### config.mk
export PLATFORM = sky130hd
export DESIGN_NAME = axi_repair_scheduler_flat
export DESIGN_NICKNAME = d
export VERILOG_FILES = /design/src/rtl/axi_repair_scheduler_if.sv /design/src/rtl/axi_repair_scheduler.sv /design/src/flat_wrapper.sv
export SDC_FILE = /design/constraint.sdc
export NUM_CORES = 1
export LEC_CHECK = 0
export ABC_AREA = 1
export CORE_MARGIN = 4
export CORE_UTILIZATION = 30
export CTS_BUF_LIST = sky130_fd_sc_hd__clkbuf_8
export DETAILED_ROUTE_END_ITERATION = 6
export PLACE_DENSITY = 0.56
export SETUP_SLACK_MARGIN = 0.15
export SLEW_MARGIN = 40
export SYNTH_ARGS = -nofsm -noshare
export SYNTH_HDL_FRONTEND = slang
export SYNTH_SLANG_ARGS = --single-unit
### constraint.sdc
create_clock -name clk -period 3.41 [get_ports clk]
set_input_delay 0.682 -clock clk [delete_from_list [all_inputs] [get_ports clk]]
set_output_delay 0.682 -clock clk [all_outputs]
set_load 0.02 [all_outputs]
### src/rtl/axi_repair_scheduler_if.sv
// Purpose: bundles the job-request handshake and the axi_autorepair control
//          lines of axi_repair_scheduler into one interface.
// Ports:   req_valid/req_ready/req_length (job queue), length/op_start/
//          autorepair_start/autorepair_done (downstream), busy/jobs_done/
//          err_timeout (status). slave = scheduler side, master = environment.
interface axi_repair_scheduler_if;
  logic        req_valid;
  logic        req_ready;
  logic [31:0] req_length;
  logic [31:0] length;
  logic        op_start;
  logic        autorepair_start;
  logic        autorepair_done;
  logic        busy;
  logic [15:0] jobs_done;
  logic        err_timeout;

  modport slave (
    input  req_valid, req_length, autorepair_done,
    output req_ready, length, op_start, autorepair_start, busy, jobs_done,
           err_timeout
  );

  modport master (
    output req_valid, req_length, autorepair_done,
    input  req_ready, length, op_start, autorepair_start, busy, jobs_done,
           err_timeout
  );
endinterface

### src/rtl/axi_repair_scheduler.sv
// Purpose: queues repair jobs (one length each) and sequences axi_autorepair
//          through op_start / autorepair_start level pulses, one job at a time.
// Latency: op_start rises 2 cycles after a push into an idle, empty queue.
// Backpressure: req_ready = !full (from registered count); no bypass path.
// Ports: clk, rst (sync, active-high); bus (slave modport): req_valid/
//        req_ready/req_length in, length/op_start/autorepair_start out,
//        autorepair_done in, busy/jobs_done/err_timeout status out.
// Option: define REPAIR_TIMEOUT_EN to add the per-job watchdog (TIMEOUT_CYC);
//         without it err_timeout is tied low and the wait states never expire.
module axi_repair_scheduler #(
  parameter int unsigned DEPTH       = 4,
  parameter int unsigned PULSE_W     = 4,
  parameter int unsigned GAP_CYC     = 8,
  parameter int unsigned TIMEOUT_CYC = 1048576
) (
  input  logic                  clk,
  input  logic                  rst,
  axi_repair_scheduler_if.slave bus
);
  localparam int unsigned     AW         = $clog2(DEPTH);
  localparam int unsigned     CW         = 16;
  localparam logic [AW:0]     FULL_CNT   = (AW+1)'(DEPTH);
  localparam logic [CW-1:0]   PULSE_LAST = CW'(PULSE_W - 1);
  localparam logic [CW-1:0]   GAP_LAST   = CW'(GAP_CYC - 1);

  typedef enum logic [2:0] {
    ST_IDLE, ST_START, ST_ARM, ST_WAIT_LOW, ST_WAIT_DONE, ST_GAP
  } state_t;

  // Job FIFO
  logic [31:0]   mem_q [DEPTH];
  logic [31:0]   mem_d [DEPTH];
  logic [AW-1:0] wr_ptr_q, wr_ptr_d;
  logic [AW-1:0] rd_ptr_q, rd_ptr_d;
  logic [AW:0]   count_q, count_d;
  logic          ready;
  logic          push;
  logic          pop;

  // Sequencer
  state_t        state_q, state_d;
  logic [CW-1:0] cnt_q, cnt_d;
  logic [31:0]   length_q, length_d;
  logic [15:0]   jobs_q, jobs_d;

`ifdef REPAIR_TIMEOUT_EN
  localparam logic [31:0] WD_LAST = 32'(TIMEOUT_CYC - 1);
  logic [31:0] wd_q, wd_d;
  logic        err_q, err_d;
`endif

  assign ready = (count_q != FULL_CNT);
  assign push  = bus.req_valid && ready;

  always_comb begin
    mem_d    = mem_q;
    wr_ptr_d = wr_ptr_q;
    rd_ptr_d = rd_ptr_q;
    count_d  = count_q;
    if (push) begin
      mem_d[wr_ptr_q] = bus.req_length;
      wr_ptr_d        = wr_ptr_q + 1'b1;
    end
    if (pop) begin
      rd_ptr_d = rd_ptr_q + 1'b1;
    end
    // Simultaneous push and pop leave the occupancy unchanged.
    case ({push, pop})
      2'b10:   count_d = count_q + 1'b1;
      2'b01:   count_d = count_q - 1'b1;
      default: count_d = count_q;
    endcase
  end

  always_comb begin
    state_d  = state_q;
    cnt_d    = cnt_q;
    length_d = length_q;
    jobs_d   = jobs_q;
    pop      = 1'b0;
    case (state_q)
      ST_IDLE: begin
        // Pop looks at the registered count only, so a job pushed this
        // cycle is never started before it has been written.
        if (count_q != '0) begin
          pop      = 1'b1;
          length_d = mem_q[rd_ptr_q];
          state_d  = ST_START;
          cnt_d    = '0;
        end
      end
      ST_START: begin
        if (cnt_q == PULSE_LAST) begin
          state_d = ST_ARM;
          cnt_d   = '0;
        end else begin
          cnt_d = cnt_q + 1'b1;
        end
      end
      ST_ARM: begin
        if (cnt_q == PULSE_LAST) begin
          state_d = ST_WAIT_LOW;
          cnt_d   = '0;
        end else begin
          cnt_d = cnt_q + 1'b1;
        end
      end
      ST_WAIT_LOW: begin
        // done must be seen low first so a stale "idle" level from the
        // previous job is not taken as completion.
        if (!bus.autorepair_done) begin
          state_d = ST_WAIT_DONE;
        end
      end
      ST_WAIT_DONE: begin
        if (bus.autorepair_done) begin
          jobs_d  = jobs_q + 16'd1;
          state_d = ST_GAP;
          cnt_d   = '0;
        end
      end
      ST_GAP: begin
        if (cnt_q == GAP_LAST) begin
          state_d = ST_IDLE;
          cnt_d   = '0;
        end else begin
          cnt_d = cnt_q + 1'b1;
        end
      end
      default: begin
        state_d = ST_IDLE;
        cnt_d   = '0;
      end
    endcase

`ifdef REPAIR_TIMEOUT_EN
    wd_d  = wd_q;
    err_d = err_q;
    if (state_q == ST_ARM) begin
      // Held at zero while arming, so it starts from zero in WAIT_LOW.
      wd_d = '0;
    end else if (state_q == ST_WAIT_LOW || state_q == ST_WAIT_DONE) begin
      wd_d = wd_q + 32'd1;
      // A completion seen in the same cycle takes precedence.
      if (wd_q == WD_LAST && state_d != ST_GAP) begin
        err_d   = 1'b1;
        state_d = ST_GAP;
        cnt_d   = '0;
      end
    end
`endif
  end

  always_ff @(posedge clk) begin
    if (rst) begin
      state_q  <= ST_IDLE;
      cnt_q    <= '0;
      length_q <= '0;
      jobs_q   <= '0;
      wr_ptr_q <= '0;
      rd_ptr_q <= '0;
      count_q  <= '0;
    end else begin
      state_q  <= state_d;
      cnt_q    <= cnt_d;
      length_q <= length_d;
      jobs_q   <= jobs_d;
      wr_ptr_q <= wr_ptr_d;
      rd_ptr_q <= rd_ptr_d;
      count_q  <= count_d;
    end
  end

  // Storage needs no reset: entries are only read behind a non-zero count.
  always_ff @(posedge clk) begin
    mem_q <= mem_d;
  end

`ifdef REPAIR_TIMEOUT_EN
  always_ff @(posedge clk) begin
    if (rst) begin
      wd_q  <= '0;
      err_q <= 1'b0;
    end else begin
      wd_q  <= wd_d;
      err_q <= err_d;
    end
  end
  assign bus.err_timeout = err_q;
`else
  localparam int unsigned timeout_unused = TIMEOUT_CYC;
  assign bus.err_timeout = 1'b0;
`endif

  // Strobes are decoded straight from the state register: glitch-free,
  // mutually exclusive, and held for whole states.
  assign bus.req_ready        = ready;
  assign bus.length           = length_q;
  assign bus.op_start         = (state_q == ST_START);
  assign bus.autorepair_start = (state_q == ST_ARM);
  assign bus.busy             = (state_q != ST_IDLE);
  assign bus.jobs_done        = jobs_q;
endmodule

### src/flat_wrapper.sv
// flat-port wrapper written by rule: the top's interface ports become plain ports
module axi_repair_scheduler_flat 
#(
  parameter int unsigned DEPTH       = 4,
  parameter int unsigned PULSE_W     = 4,
  parameter int unsigned GAP_CYC     = 8,
  parameter int unsigned TIMEOUT_CYC = 1048576
)
  (clk, rst, bus_req_valid, bus_req_length, bus_autorepair_done, bus_req_ready, bus_length, bus_op_start, bus_autorepair_start, bus_busy, bus_jobs_done, bus_err_timeout);
  axi_repair_scheduler_if bus_i ();
  input  logic clk;
  input  logic rst;
  input wire logic [$bits(bus_i.req_valid)-1:0] bus_req_valid;
  input wire logic [$bits(bus_i.req_length)-1:0] bus_req_length;
  input wire logic [$bits(bus_i.autorepair_done)-1:0] bus_autorepair_done;
  output wire logic [$bits(bus_i.req_ready)-1:0] bus_req_ready;
  output wire logic [$bits(bus_i.length)-1:0] bus_length;
  output wire logic [$bits(bus_i.op_start)-1:0] bus_op_start;
  output wire logic [$bits(bus_i.autorepair_start)-1:0] bus_autorepair_start;
  output wire logic [$bits(bus_i.busy)-1:0] bus_busy;
  output wire logic [$bits(bus_i.jobs_done)-1:0] bus_jobs_done;
  output wire logic [$bits(bus_i.err_timeout)-1:0] bus_err_timeout;
  assign bus_i.req_valid = bus_req_valid;
  assign bus_i.req_length = bus_req_length;
  assign bus_i.autorepair_done = bus_autorepair_done;
  assign bus_req_ready = bus_i.req_ready;
  assign bus_length = bus_i.length;
  assign bus_op_start = bus_i.op_start;
  assign bus_autorepair_start = bus_i.autorepair_start;
  assign bus_busy = bus_i.busy;
  assign bus_jobs_done = bus_i.jobs_done;
  assign bus_err_timeout = bus_i.err_timeout;
  axi_repair_scheduler #(.DEPTH(DEPTH), .PULSE_W(PULSE_W), .GAP_CYC(GAP_CYC), .TIMEOUT_CYC(TIMEOUT_CYC)) u_core (.clk(clk), .rst(rst), .bus(bus_i));
endmodule
# Word-level counts from Yosys, hierarchy flattened
# Index checks and enable logic that the tools add are counted.
[totals]
ff_bits = 202
latch_bits = 0
mem_bits_rw = 0
romBits = 0
output_inout_bits = 53
mem_count = 0
[op_classes]
n_addsub = 6
multipliers = 0
div_mod_pow = 0
n_lt_le_gt_ge = 3
n_eq_ne = 16
shifts = 0
muxes = 21
bitwise_logic = 3
reduce_logical = 11
[ops]
columns = ["op", "count"]
rows = [
  ["$bwmux W128", 1],
  ["$mux W32", 3],
  ["$pmux W16 S5", 1],
  ["$bmux W32 S2", 1],
  ["$demux W32 S2", 1],
  ["$mux W16", 4],
  ["$add A16 B1 Y16 const B", 2],
  ["$mux W3", 6],
  ["$pmux W3 S6", 1],
  ["$eq A16 B2 Y1 const B", 1],
  ["$eq A16 B3 Y1 const B", 1],
  ["$ne A2 B1 Y1 const B", 4],
  ["$eq A3 B2 Y1 const B", 2],
  ["$eq A3 B3 Y1 const B", 2],
  ["$ge A3 B3 Y1 const B", 2],
  ["$not A2 Y3", 2],
  ["$pmux W3 S2", 1],
  ["$reduce_and A6 Y1", 1],
  ["$reduce_bool A3 Y1", 2],
  ["$add A2 B1 Y2 const B", 2],
  ["$ne A2 B2 Y1 const B", 2],
  ["$reduce_and A2 Y1", 2],
  ["$add A3 B1 Y3 const B", 1],
  ["$eq A3 B1 Y1 const B", 1],
  ["12 further kinds", 14],
]

# Depth between registers and ports, before layout
[depth]
depth_word = 6
depth_mapped = 13
depth_no_buf = 12

# Worst setup path before layout
# Ideal clock, no wire load.
[synth_path]
path_type = "input-to-reg"
start = "in bus_req_valid"
end = "reg u_core.mem_q[0] in the netlist's numbering (enable)"
arrival_ns = 2.218
required_time_ns = 2.989
slack_ns = 0.771
cell_stages = 2
path_buffers = 0
path_cell_list = "nand2_1 > nor2_1"
[synth_between]
elab_chain_cells = 1
[synth_rtl]
columns = ["item", "line", "source"]
rows = [
  ["start: declaration", "flat_wrapper.sv:13", "input wire logic [$bits(bus_i.req_valid)-1:0] bus_req_valid;"],
  ["$logic_and A1 B1 Y1", "axi_repair_scheduler.sv:53", "assign push = bus.req_valid && ready;"],
  ["end signal: assignment", "axi_repair_scheduler.sv:176", "mem_q <= mem_d;"],
  ["end: declaration", "axi_repair_scheduler.sv:31", "logic [31:0] mem_q [DEPTH];"],
]
# Every way passes these cells.
# A chain may end at the register's enable or synchronous reset.

# Worst setup path after layout
[layout_path]
start = "reg u_core.state_q[1]"
end = "out bus_busy"
[layout_between]
elab_chain_cells = 1
[layout_rtl]
columns = ["item", "line", "source"]
rows = [
  ["start: declaration", "axi_repair_scheduler.sv:41", "state_t state_q, state_d;"],
  ["start signal: assignment", "axi_repair_scheduler.sv:164", "state_q <= state_d;"],
  ["$reduce_bool A3 Y1", "axi_repair_scheduler.sv:201", "assign bus.busy = (state_q != ST_IDLE);"],
  ["end: declaration", "flat_wrapper.sv:20", "output wire logic [$bits(bus_i.busy)-1:0] bus_busy;"],
]
# Every way passes these cells.

==> impl_results.html <==
<table>
<tr><th>Metric</th><th>Value</th></tr>
<tr><th colspan="2">Worst setup path</th></tr>
<tr><td>Count of cell instances traversed by the critical path</td><td>5</td></tr>
<tr><td>Crit. Startpoint</td><td>u_core.state_q[1]</td></tr>
<tr><td>Crit-path leading delay family</td><td>buffers and inverters</td></tr>
<tr><td>Startpoint of the worst register-to-register path</td><td>u_core.state_q[0]</td></tr>
<tr><td>Destination of the worst register-to-register timing path</td><td>u_core.count_q[2]</td></tr>
<tr><td>Worst Path Buf+Inv</td><td>3</td></tr>
<tr><td>Crit path cell chain</td><td>inv_2 &gt; nand2_2 &gt; nor2_1 &gt; inv_2 &gt; clkdlybuf4s50_1</td></tr>
<tr><td>Highest net fanout along the worst path</td><td>6</td></tr>
<tr><td>Cell with the biggest individual delay on the critical path</td><td>clkdlybuf4s50_1</td></tr>
<tr><td>Timing endpoint of the critical path</td><td>bus_busy</td></tr>
<tr><td>Startpoint types</td><td>flip-flop</td></tr>
<tr><td>Worst Reg2Reg Path Length in Cells</td><td>12</td></tr>
<tr><td>Required time worst endpoint</td><td>2730 ps</td></tr>
<tr><td>Largest incremental delay on the critical path</td><td>610 ps</td></tr>
<tr><td>Worst path most repeated cell</td><td>inv_2</td></tr>
<tr><td>Worst path arrival time</td><td>1890 ps</td></tr>
<tr><td>Endpoint class of the critical path</td><td>primary output</td></tr>
<tr><td>Kind of critical path</td><td>reg -&gt; out</td></tr>
<tr><td>Worst R2R Setup Slack</td><td>1360 ps</td></tr>
<tr><th colspan="2">Clock tree</th></tr>
<tr><td>Clock tree root driver cell</td><td>clkbuf_8</td></tr>
<tr><td>Hold buffers post-CTS</td><td>0</td></tr>
<tr><td>Clock sinks</td><td>202</td></tr>
<tr><td>Worst-path clk slew</td><td>60 ps</td></tr>
<tr><td>Clock latency at the later pin of the worst-skew pair</td><td>520 ps</td></tr>
<tr><td>Number of instances resized during post-cts repair</td><td>0</td></tr>
<tr><td>Longest Clk Path Bufs</td><td>3</td></tr>
<tr><td>Clock tree from TritonCTS</td><td>yes</td></tr>
<tr><td>Setup Fix Bufs, Post-CTS</td><td>0</td></tr>
<tr><td>H-tree depth</td><td>2</td></tr>
<tr><td>Number of buffers created by CTS</td><td>35</td></tr>
<tr><th colspan="2">STA</th></tr>
<tr><td>Minimum period implied by the final worst setup slack</td><td>2570 ps</td></tr>
<tr><td>Final Max Slew Viols</td><td>0</td></tr>
<tr><td>Hold violation total from the final report</td><td>0</td></tr>
<tr><td>Max Fclk</td><td>389 MHz</td></tr>
<tr><td>Post-route worst hold slack</td><td>480 ps</td></tr>
<tr><td>Setup violators final</td><td>0</td></tr>
<tr><td>Final critical-path share of the clock period</td><td>75.3%</td></tr>
<tr><td>Rel. slew slack</td><td>44.8%</td></tr>
<tr><td>RSZ-0062 raised after global routing</td><td>no</td></tr>
<tr><td>Setup TNS</td><td>0 ps</td></tr>
<tr><td>Worst Clk Skew</td><td>18.5 ps</td></tr>
<tr><td>Worst Tran Pin Value</td><td>829 ps</td></tr>
<tr><td>Worst Slack Setup Final</td><td>842 ps</td></tr>
<tr><th colspan="2">Synth</th></tr>
<tr><td>Biggest area consumer among synthesized cells</td><td>edfxtp_1</td></tr>
<tr><td>Synthesized area per cell</td><td>10.0 sq um</td></tr>
<tr><td>Mapped Cells</td><td>816</td></tr>
<tr><td>Warnings, synthesis</td><td>0</td></tr>
<tr><td>Async set or reset register ratio after synthesis</td><td>0%</td></tr>
<tr><td>Number of library cell types mapped by synthesis</td><td>39</td></tr>
<tr><td>Total nets after synthesis</td><td>860</td></tr>
<tr><td>Share of Yosys cell area claimed by the top area cell type</td><td>47.0%</td></tr>
<tr><td>Ranking of synthesized cells by area</td><td>edfxtp_1, dfxtp_1, nor2_1</td></tr>
<tr><td>Synthesized flop and latch total</td><td>202</td></tr>
<tr><td>Post-synth EDFFs</td><td>128</td></tr>
<tr><td>Sequential share of the synthesized area</td><td>65.1%</td></tr>
<tr><td>Summed instance area of the synthesized netlist</td><td>8170 sq um</td></tr>
<tr><td>Most frequently used flop master after synthesis</td><td>edfxtp_1</td></tr>
<tr><th colspan="2">Power and ir drop</th></tr>
<tr><td>Maximum vdd ir drop</td><td>0.000310 V</td></tr>
<tr><td>Power share of the clock group</td><td>26.2%</td></tr>
<tr><td>Part of the power in registers</td><td>43.2%</td></tr>
<tr><td>PD cells</td><td>737 nW/um^2</td></tr>
<tr><td>Relative contribution of combinational cells to total power</td><td>30.6%</td></tr>
<tr><td>Internal power contribution</td><td>4760 uW</td></tr>
<tr><td>Switching power</td><td>2630 uW</td></tr>
<tr><td>Leakage power</td><td>0.00355 uW</td></tr>
<tr><td>Overall power of the completed layout</td><td>7390 uW</td></tr>
<tr><td>Switching share of total power</td><td>35.6%</td></tr>
<tr><th colspan="2">Hold path</th></tr>
<tr><td>Class of the worst hold path</td><td>reg -&gt; reg</td></tr>
<tr><th colspan="2">Final layout</th></tr>
<tr><td>Commonest cells after routing, fill and taps aside</td><td>nor2_1, edfxtp_1, o21ai_0</td></tr>
<tr><td>Number of diodes</td><td>0</td></tr>
<tr><td>Ratio of cells with drive above 1 in the final layout</td><td>8.14%</td></tr>
<tr><td>Area growth from synthesis to layout</td><td>22.7%</td></tr>
<tr><td>Final-stage net count</td><td>955</td></tr>
<tr><td>Most common cell after layout, fill and taps aside</td><td>nor2_1</td></tr>
<tr><th colspan="2">Global routing</th></tr>
<tr><td>Pin count of the biggest net entering global routing</td><td>68</td></tr>
<tr><td>Overflow after GRT</td><td>0</td></tr>
<tr><td>Initial antenna violation count</td><td>0</td></tr>
<tr><td>First-pass GRT wire length</td><td>30900 microns</td></tr>
<tr><td>Overall Global Routing Usage</td><td>12.6%</td></tr>
<tr><td>Vias in the first global route</td><td>5901</td></tr>
<tr><th colspan="2">Floorplan</th></tr>
<tr><td>Die Height</td><td>173 microns</td></tr>
<tr><td>Full die area</td><td>30000 sq um</td></tr>
<tr><td>Row Count</td><td>60</td></tr>
<tr><td>Initial cell density of the core</td><td>30.4%</td></tr>
<tr><td>Total core area</td><td>26900 sq um</td></tr>
<tr><td>Die width</td><td>173 microns</td></tr>
<tr><td>Count of pins on the block boundary</td><td>89</td></tr>
<tr><th colspan="2">Routing</th></tr>
<tr><td>Number of remaining DRC errors</td><td>0</td></tr>
<tr><td>Number of detailed-route iterations in the first pass</td><td>5</td></tr>
<tr><td>Number of violations reported at the end of detailed-routing iteration 0</td><td>237</td></tr>
<tr><td>Average wire per standard cell</td><td>14.9 microns</td></tr>
<tr><td>Vias per std cell</td><td>4.68</td></tr>
<tr><td>Number of vias after detailed routing</td><td>5962</td></tr>
<tr><td>Total Routed Length</td><td>19000 microns</td></tr>
<tr><td>Antenna Violating Nets Remaining</td><td>0</td></tr>
<tr><th colspan="2">Place</th></tr>
<tr><td>GP Congestion</td><td>0.792</td></tr>
<tr><td>Total half-perimeter wirelength after legalization and detailed placement</td><td>11300 microns</td></tr>
<tr><td>Number of I/O port buffers</td><td>87</td></tr>
<tr><td>DP Worst Slack</td><td>864 ps</td></tr>
<tr><th colspan="2">Job</th></tr>
<tr><td>Number of max-cap violations</td><td>0</td></tr>
<tr><th colspan="2">Run status</th></tr>
<tr><td>Status</td><td>complete, no violations</td></tr>
</table>
power by group through the flow:
stage                     clock [uW]  sequential [uW]  combinational, uW
after global placement             0             3240               2280
after detailed placement           0             3240               2310
after CTS                       2010             3200               2320
after global routing            2130             3230               2560
after floorplan                    0             3370               1300
final                           1930             3190               2260
stage by stage:
stage | util, % | cells | cell area, sq um
2_1_floorplan | - | 816 | 8170
3_3_place_gp | 35.1 | 1215 | 9420
3_5_place_dp | 35.1 | 1215 | 9430
4_1_cts | 37.3 | 1275 | 10000
5_1_grt | 37.3 | 1275 | 10000
6_report | 37.3 | 1275 | 10000
registers in the layout (all words and copies together) (netlist names):
signal,cells
u_core.mem_q,128
u_core.rd_ptr_q,2
u_core.state_q,3
u_core.count_q,3
u_core.wr_ptr_q,2
u_core.bus.length,32
u_core.cnt_q,16
u_core.bus.jobs_done,16
synthesized netlist by cell type (all sizes together) (3+ instances only):
library cell	count
nand4	7
inv	55
nand3	24
o21ai	115
nand2	89
nor3	15
ha	7
edfxtp	128
buf	18
o211ai	3
clkbuf	21
dfxtp	74
nor2	183
a31oi	33
a21oi	24
final cells by class:
type	instances	area [sq um]
well taps	341	427
flip-flops and latches	202	5330
multi-input cells	518	2500
repair buffers	97	958
inverters	57	216
clock buffers	36	495
clock inverters	24	106
fillers	2691	16800
logic make-up (layout without fill, tap and decap cells):
| family | Yosys count | count (layout) | synth area share [%] |
|---|---|---|---|
| simple gates | 325 | 325 | 16.5 |
| flops | 202 | 202 | 65.1 |
| compound gates | 181 | 181 | 11.9 |
| buf+inv | 96 | 214 | 4.75 |
| fa+ha+maj | 8 | 8 | 1.32 |
| xor+xnor | 3 | 3 | 0.322 |
| other cells | 1 | 1 | 0.0459 |
tightest hold or removal path, stage by stage, from the launching register on:
cell and delay, ps:
dfxtp_1 320, inv_1 60, a21oi_1 50
how the worst min path moves through the flow:
stage / startpoint / endpoint / slack [ps] / cells past startpoint
final: u_core.count_q[2] / u_core.count_q[2] / 480 / 2
after global placement: u_core.count_q[2] / u_core.count_q[2] / 480 / 2
after detailed placement: u_core.count_q[2] / u_core.count_q[2] / 480 / 2
after global routing: u_core.count_q[2] / u_core.count_q[2] / 520 / 2
after CTS: u_core.count_q[2] / u_core.count_q[2] / 480 / 2
after floorplan: u_core.count_q[2] / u_core.count_q[2] / 450 / 2
per-layer routing:
layer / part of all wire [%] / global-route usage, % / vias up
met3: 4.7 / 2.95 / 33
met5: 0 / 0 / -
met2: 46 / 21.1 / 130
met4: 2.0 / 3.89 / 0
li1: - / - / 3002
met1: 47 / 16.4 / 2797
Note: power is estimated with default switching activity, not from simulation.
==> RTL edit 1, RTL diff (same settings) <==
Re-encode `state_t` (6 states) as one-hot, 6 bits wide.
--- a/src/rtl/axi_repair_scheduler.sv
+++ b/src/rtl/axi_repair_scheduler.sv
@@ -23,8 +23,8 @@
   localparam logic [CW-1:0]   PULSE_LAST = CW'(PULSE_W - 1);
   localparam logic [CW-1:0]   GAP_LAST   = CW'(GAP_CYC - 1);
 
-  typedef enum logic [2:0] {
-    ST_IDLE, ST_START, ST_ARM, ST_WAIT_LOW, ST_WAIT_DONE, ST_GAP
+  typedef enum logic [5:0] {
+    ST_IDLE = 6'b000001, ST_START = 6'b000010, ST_ARM = 6'b000100, ST_WAIT_LOW = 6'b001000, ST_WAIT_DONE = 6'b010000, ST_GAP = 6'b100000
   } state_t;
 
   // Job FIFO
Function: same outputs for any inputs over 4 cycles, from zero or initial values and one cycle with rst high; so few cycles prove little.
==> RTL edit 1 against the original RTL <==
- final area up 4.0%
- synthesized area up 3.8%
- die area up 3.6%
- worst setup slack better by 9.9 ps
- sequential cell count up 3
- utilization up 0.11 points
- wire length up 5.1%
- total power up 3.5%
- sequential power up 1%
- via count up 4.5%
- largest power group unchanged
==> RTL edit 1: results <==
[outcome]
status = finished clean

[place]
pre_cts_ws_ps = 907.4
gp_congestion = 0.7656
placed_area_mm2 = 0.009734
dp_hpwl_um = 11740

[global_routing]
grt_usage = 0.1292
antenna_found_initial = 0
grt_start_max_net_pins = 67
gr-usage-met3 = 0.02741
grt_pass1_wl_um = 32350
grt.met2_usage = 0.2188
grtUsageMet1 = 0.1672
first_global_vias = 6081

[logic_synthesis]
ys_seq_area_frac = 0.6347
synthTopCellsByCount = 178 x nor2_1, 128 x edfxtp_1, 91 x nand2_1, 85 x o21ai_0, 77 x dfxtp_1
synth_fp_nets = 890
synth_xor_area_frac = 0.006194
synth_compound_area_frac = 0.1162
synthAdderAreaFrac = 0.01416
ys_types = 41
synthCells = 845
synthMuxAreaShare = 0
synth_area_leaders = edfxtp_1 45%, dfxtp_1 18%, nor2_1 7.9%, o21ai_0 5.0%, nand2_1 4.0%

[drt]
wl_met1_um = 8977
drt_iter0_drc = 365
dr_wl_met2_um = 9563
wl_met3_um = 1051
avgRoutedWirePerCell_um = 14.84
dr.pass1.iters = 6
routed-via-count = 6232

[cts]
clockBufferDepth = 3
cts_buffers = 38
root_buffer = clkbuf_8

[timing]
fin_skew_ps = 32.77
worst_pin_slew_ps = 706.9

[finish]
nNetsFinal = 986
fin_cells = 1348
num-fill-cells = 2779
drive_gt1_frac = 0.09794

[power_and_ir_drop]
peakVddDrop_v = 0.0003487
p_int_mw = 4.964
p_leak_nw = 3.681

[worst_setup_path]
crit_fanout = 5
RTL edit 1: cell count changes in the layout (fill, tap and decap cells not counted), moves of 4 or more:
cell | unedited run | this run
a21oi_1 | 24 | 34
inv_2 | 7 | 2
nand2_1 | 87 | 91
nand2_2 | 2 | 6
nand3_1 | 23 | 31
nor2_4 | 7 | 12
o21ai_0 | 99 | 85
o21ai_1 | 16 | 25
RTL edit 1: path summary, 6_finish.rpt:
kind / start / end / slack, ps / cells after the start
hold reg to reg: u_core.bus.jobs_done[4] / u_core.bus.jobs_done[4] / 460 / 2
hold / removal: u_core.bus.jobs_done[4] / u_core.bus.jobs_done[4] / 460 / 2
setup reg to reg: u_core.state_q[5] / u_core.count_q[2] / 1300 / 12
setup / recovery: u_core.state_q[5] / bus_op_start / 850 / 4
RTL edit 1: layout make-up:
type / count / area, um2 / share of cell area
sequential: 205 / 5388 / 0.5168
multi-input combinational: 550 / 2733 / 0.2621
timing repair buffer: 98 / 953.4 / 0.09145
clock buffer: 38 / 523.0 / 0.05017
tap: 378 / 473.0 / 0.04537
inverter: 48 / 187.7 / 0.01800
clock inverter: 31 / 167.7 / 0.01608
RTL edit 1: power by group through the flow:
| stage | Combinational, mW | Clock, mW | Sequential, mW |
|---|---|---|---|
| 2_1_floorplan | 1.34 | 0 | 3.44 |
| 4_1_cts | 2.32 | 2.24 | 3.23 |
| 5_1_grt | 2.55 | 2.36 | 3.27 |
| 6_report | 2.27 | 2.15 | 3.23 |
| 3_3_place_gp | 2.29 | 0 | 3.28 |
| 3_5_place_dp | 2.32 | 0 | 3.28 |
RTL edit 1: tightest hold or removal path, delay by kind of cell, from the launching register on:
| family | cells | cell delay [ps] |
|---|---|---|
| AO/OA/AOI/OAI | 1 | 50 |
| flip-flops | 1 | 320 |
| buffers and inverters | 1 | 50 |
==> RTL edit 2, RTL diff (same settings) <==
Made on the original files. `DEPTH` is set to 4 in 2 places; all go to 8.
--- a/src/rtl/axi_repair_scheduler.sv
+++ b/src/rtl/axi_repair_scheduler.sv
@@ -8,7 +8,7 @@
 // Option: define REPAIR_TIMEOUT_EN to add the per-job watchdog (TIMEOUT_CYC);
 //         without it err_timeout is tied low and the wait states never expire.
 module axi_repair_scheduler #(
-  parameter int unsigned DEPTH       = 4,
+  parameter int unsigned DEPTH       = 8,
   parameter int unsigned PULSE_W     = 4,
   parameter int unsigned GAP_CYC     = 8,
   parameter int unsigned TIMEOUT_CYC = 1048576
--- a/src/flat_wrapper.sv
+++ b/src/flat_wrapper.sv
@@ -1,7 +1,7 @@
 // flat-port wrapper written by rule: the top's interface ports become plain ports
 module axi_repair_scheduler_flat 
 #(
-  parameter int unsigned DEPTH       = 4,
+  parameter int unsigned DEPTH       = 8,
   parameter int unsigned PULSE_W     = 4,
   parameter int unsigned GAP_CYC     = 8,
   parameter int unsigned TIMEOUT_CYC = 1048576
Function: same outputs for any inputs over 4 cycles, from zero or initial values and one cycle with rst high; that may be too few to reach the edited logic, so the function may still have changed.
==> RTL edit 2 against the original RTL <==
- wire length up 66%
- clock skew up 20 ps
- non-clock buffer count up 14
- worst setup slack better by 0.74 ps
- final area up 61%
- sequential cell count up 131
- clock power up 87%
- sequential share of layout area up 4.0 points
- total power up 67%
- synthesized area up 64%
- combinational power up 65%
- die area up 61%
- critical endpoint unchanged
==> RTL edit 2: results <==
[outcome]
status = finished clean

[logic_synthesis]
ys_seq_area_frac = 0.6882
synth_edf_count = 256
synthTopCellsByCount = 256 x edfxtp_1, 223 x nor2_1, 180 x o21ai_0, 97 x nand2_1, 77 x dfxtp_1
syn_avg_cell_area_um2 = 11.27
async_flop_share = 0
synth.yosys.warnings = 0
ys_types = 39
synth_area_leaders = edfxtp_1 57%, dfxtp_1 11%, o21ai_0 6.7%, nor2_1 6.2%, nand2_1 2.7%
synth_fp_nets = 1233

[cts]
clk_pin_slew_ps = 60
root_buffer = clkbuf_8
cts_setup_buffers = 0
clockBufferDepth = 3
cts-resized-gates = 0
cts_buffers = 54
clk_latency_ps = 610
htree_levels = 2

[global_routing]
grt_usage = 0.1298
first_global_vias = 8768
grt_pass1_wl_um = 49800
grt_start_max_net_pins = 98
antenna_found_initial = 2

[finish]
drive_gt1_frac = 0.1001
regMostFlops = u_core.mem_q
diodes = 0
fin_cells = 1931
largest_register_ffs = 256
nNetsFinal = 1336

[drt]
drt-total-wl_um = 31580
highest_layer = met5
drt_iter0_drc = 724
routed-via-count = 9125
wl_met1_um = 14840
dr_wl_met2_um = 14550
dr.pass1.iters = 5
wl_met3_um = 1668

[place]
gp_congestion = 0.8128
placed_area_mm2 = 0.01500
io_buffers = 87
dp_hpwl_um = 18780
pre_cts_ws_ps = 600.8
place_inst = 1829

[worst_hold_path]
min_path_type = register to register

[timing]
relSlewSlack = 0.4606
fin_skew_ps = 38.09

[worst_setup_path]
cp.arrival_ps = 1890
slowest_delay_ps = 590
crit_fanout = 6
crit_slowest_cell = clkdlybuf4s50_1

[power_and_ir_drop]
peakVddDrop_v = 0.0004145
p_leak_nw = 5.442
## RTL edit 2: kinds of logic (layout without fill, tap and decap cells)
kind of cell               after synthesis  after routing  synth area share
DFF                                    333            333            0.6882
AOI/OAI and AO/OA                      343            343            0.1400
and+or+nand+nor                        377            377            0.1165
adders and majority gates                7              7          0.006531
buffers and inverters                  117            266           0.04059
xor gates and xnor gates                12             12          0.007837
other                                    1              1         0.0002796
## RTL edit 2: layout make-up
| type | count | area [um2] |
|---|---|---|
| fill | 4329 | 28070 |
| tap | 592 | 740.7 |
| sequential | 333 | 9235 |
| clock inverter | 42 | 325.3 |
| inverter | 53 | 201.4 |
| clock buffer | 60 | 825.8 |
| timing repair buffer | 111 | 1130 |
| multi-input combinational | 740 | 3697 |
## RTL edit 2: per-layer routing
layer | global-route usage | vias up
li1 | - | 4453
met1 | 0.1819 | 4404
met2 | 0.2075 | 220
met3 | 0.02617 | 46
met4 | 0.03181 | 2
met5 | 0 | -
## RTL edit 2: path summary, 6_finish.rpt
check                                start                       end  slack [ps]  cells past startpoint
hold / removal    u_core.bus.jobs_done[12]  u_core.bus.jobs_done[12]         490                      2
setup reg to reg         u_core.state_q[1]         u_core.count_q[2]        1010                     12
hold reg to reg   u_core.bus.jobs_done[12]  u_core.bus.jobs_done[12]         490                      2
setup / recovery         u_core.state_q[1]                  bus_busy         840                      5
## RTL edit 2: critical path: cells and delay by family, from the launching register on
family        cells  cell delay, ps
buf+inv           3             740
flops             1             430
simple gates      2             130
## RTL edit 2: power breakdown
| group | switching (mW) | internal, mW | leakage [nW] | total, mW |
|---|---|---|---|---|
| combinational | 2.46 | 1.26 | 1.82 | 3.72 |
| clock | 1.60 | 2.01 | 0.666 | 3.60 |
| sequential | 0.234 | 4.76 | 2.96 | 4.99 |
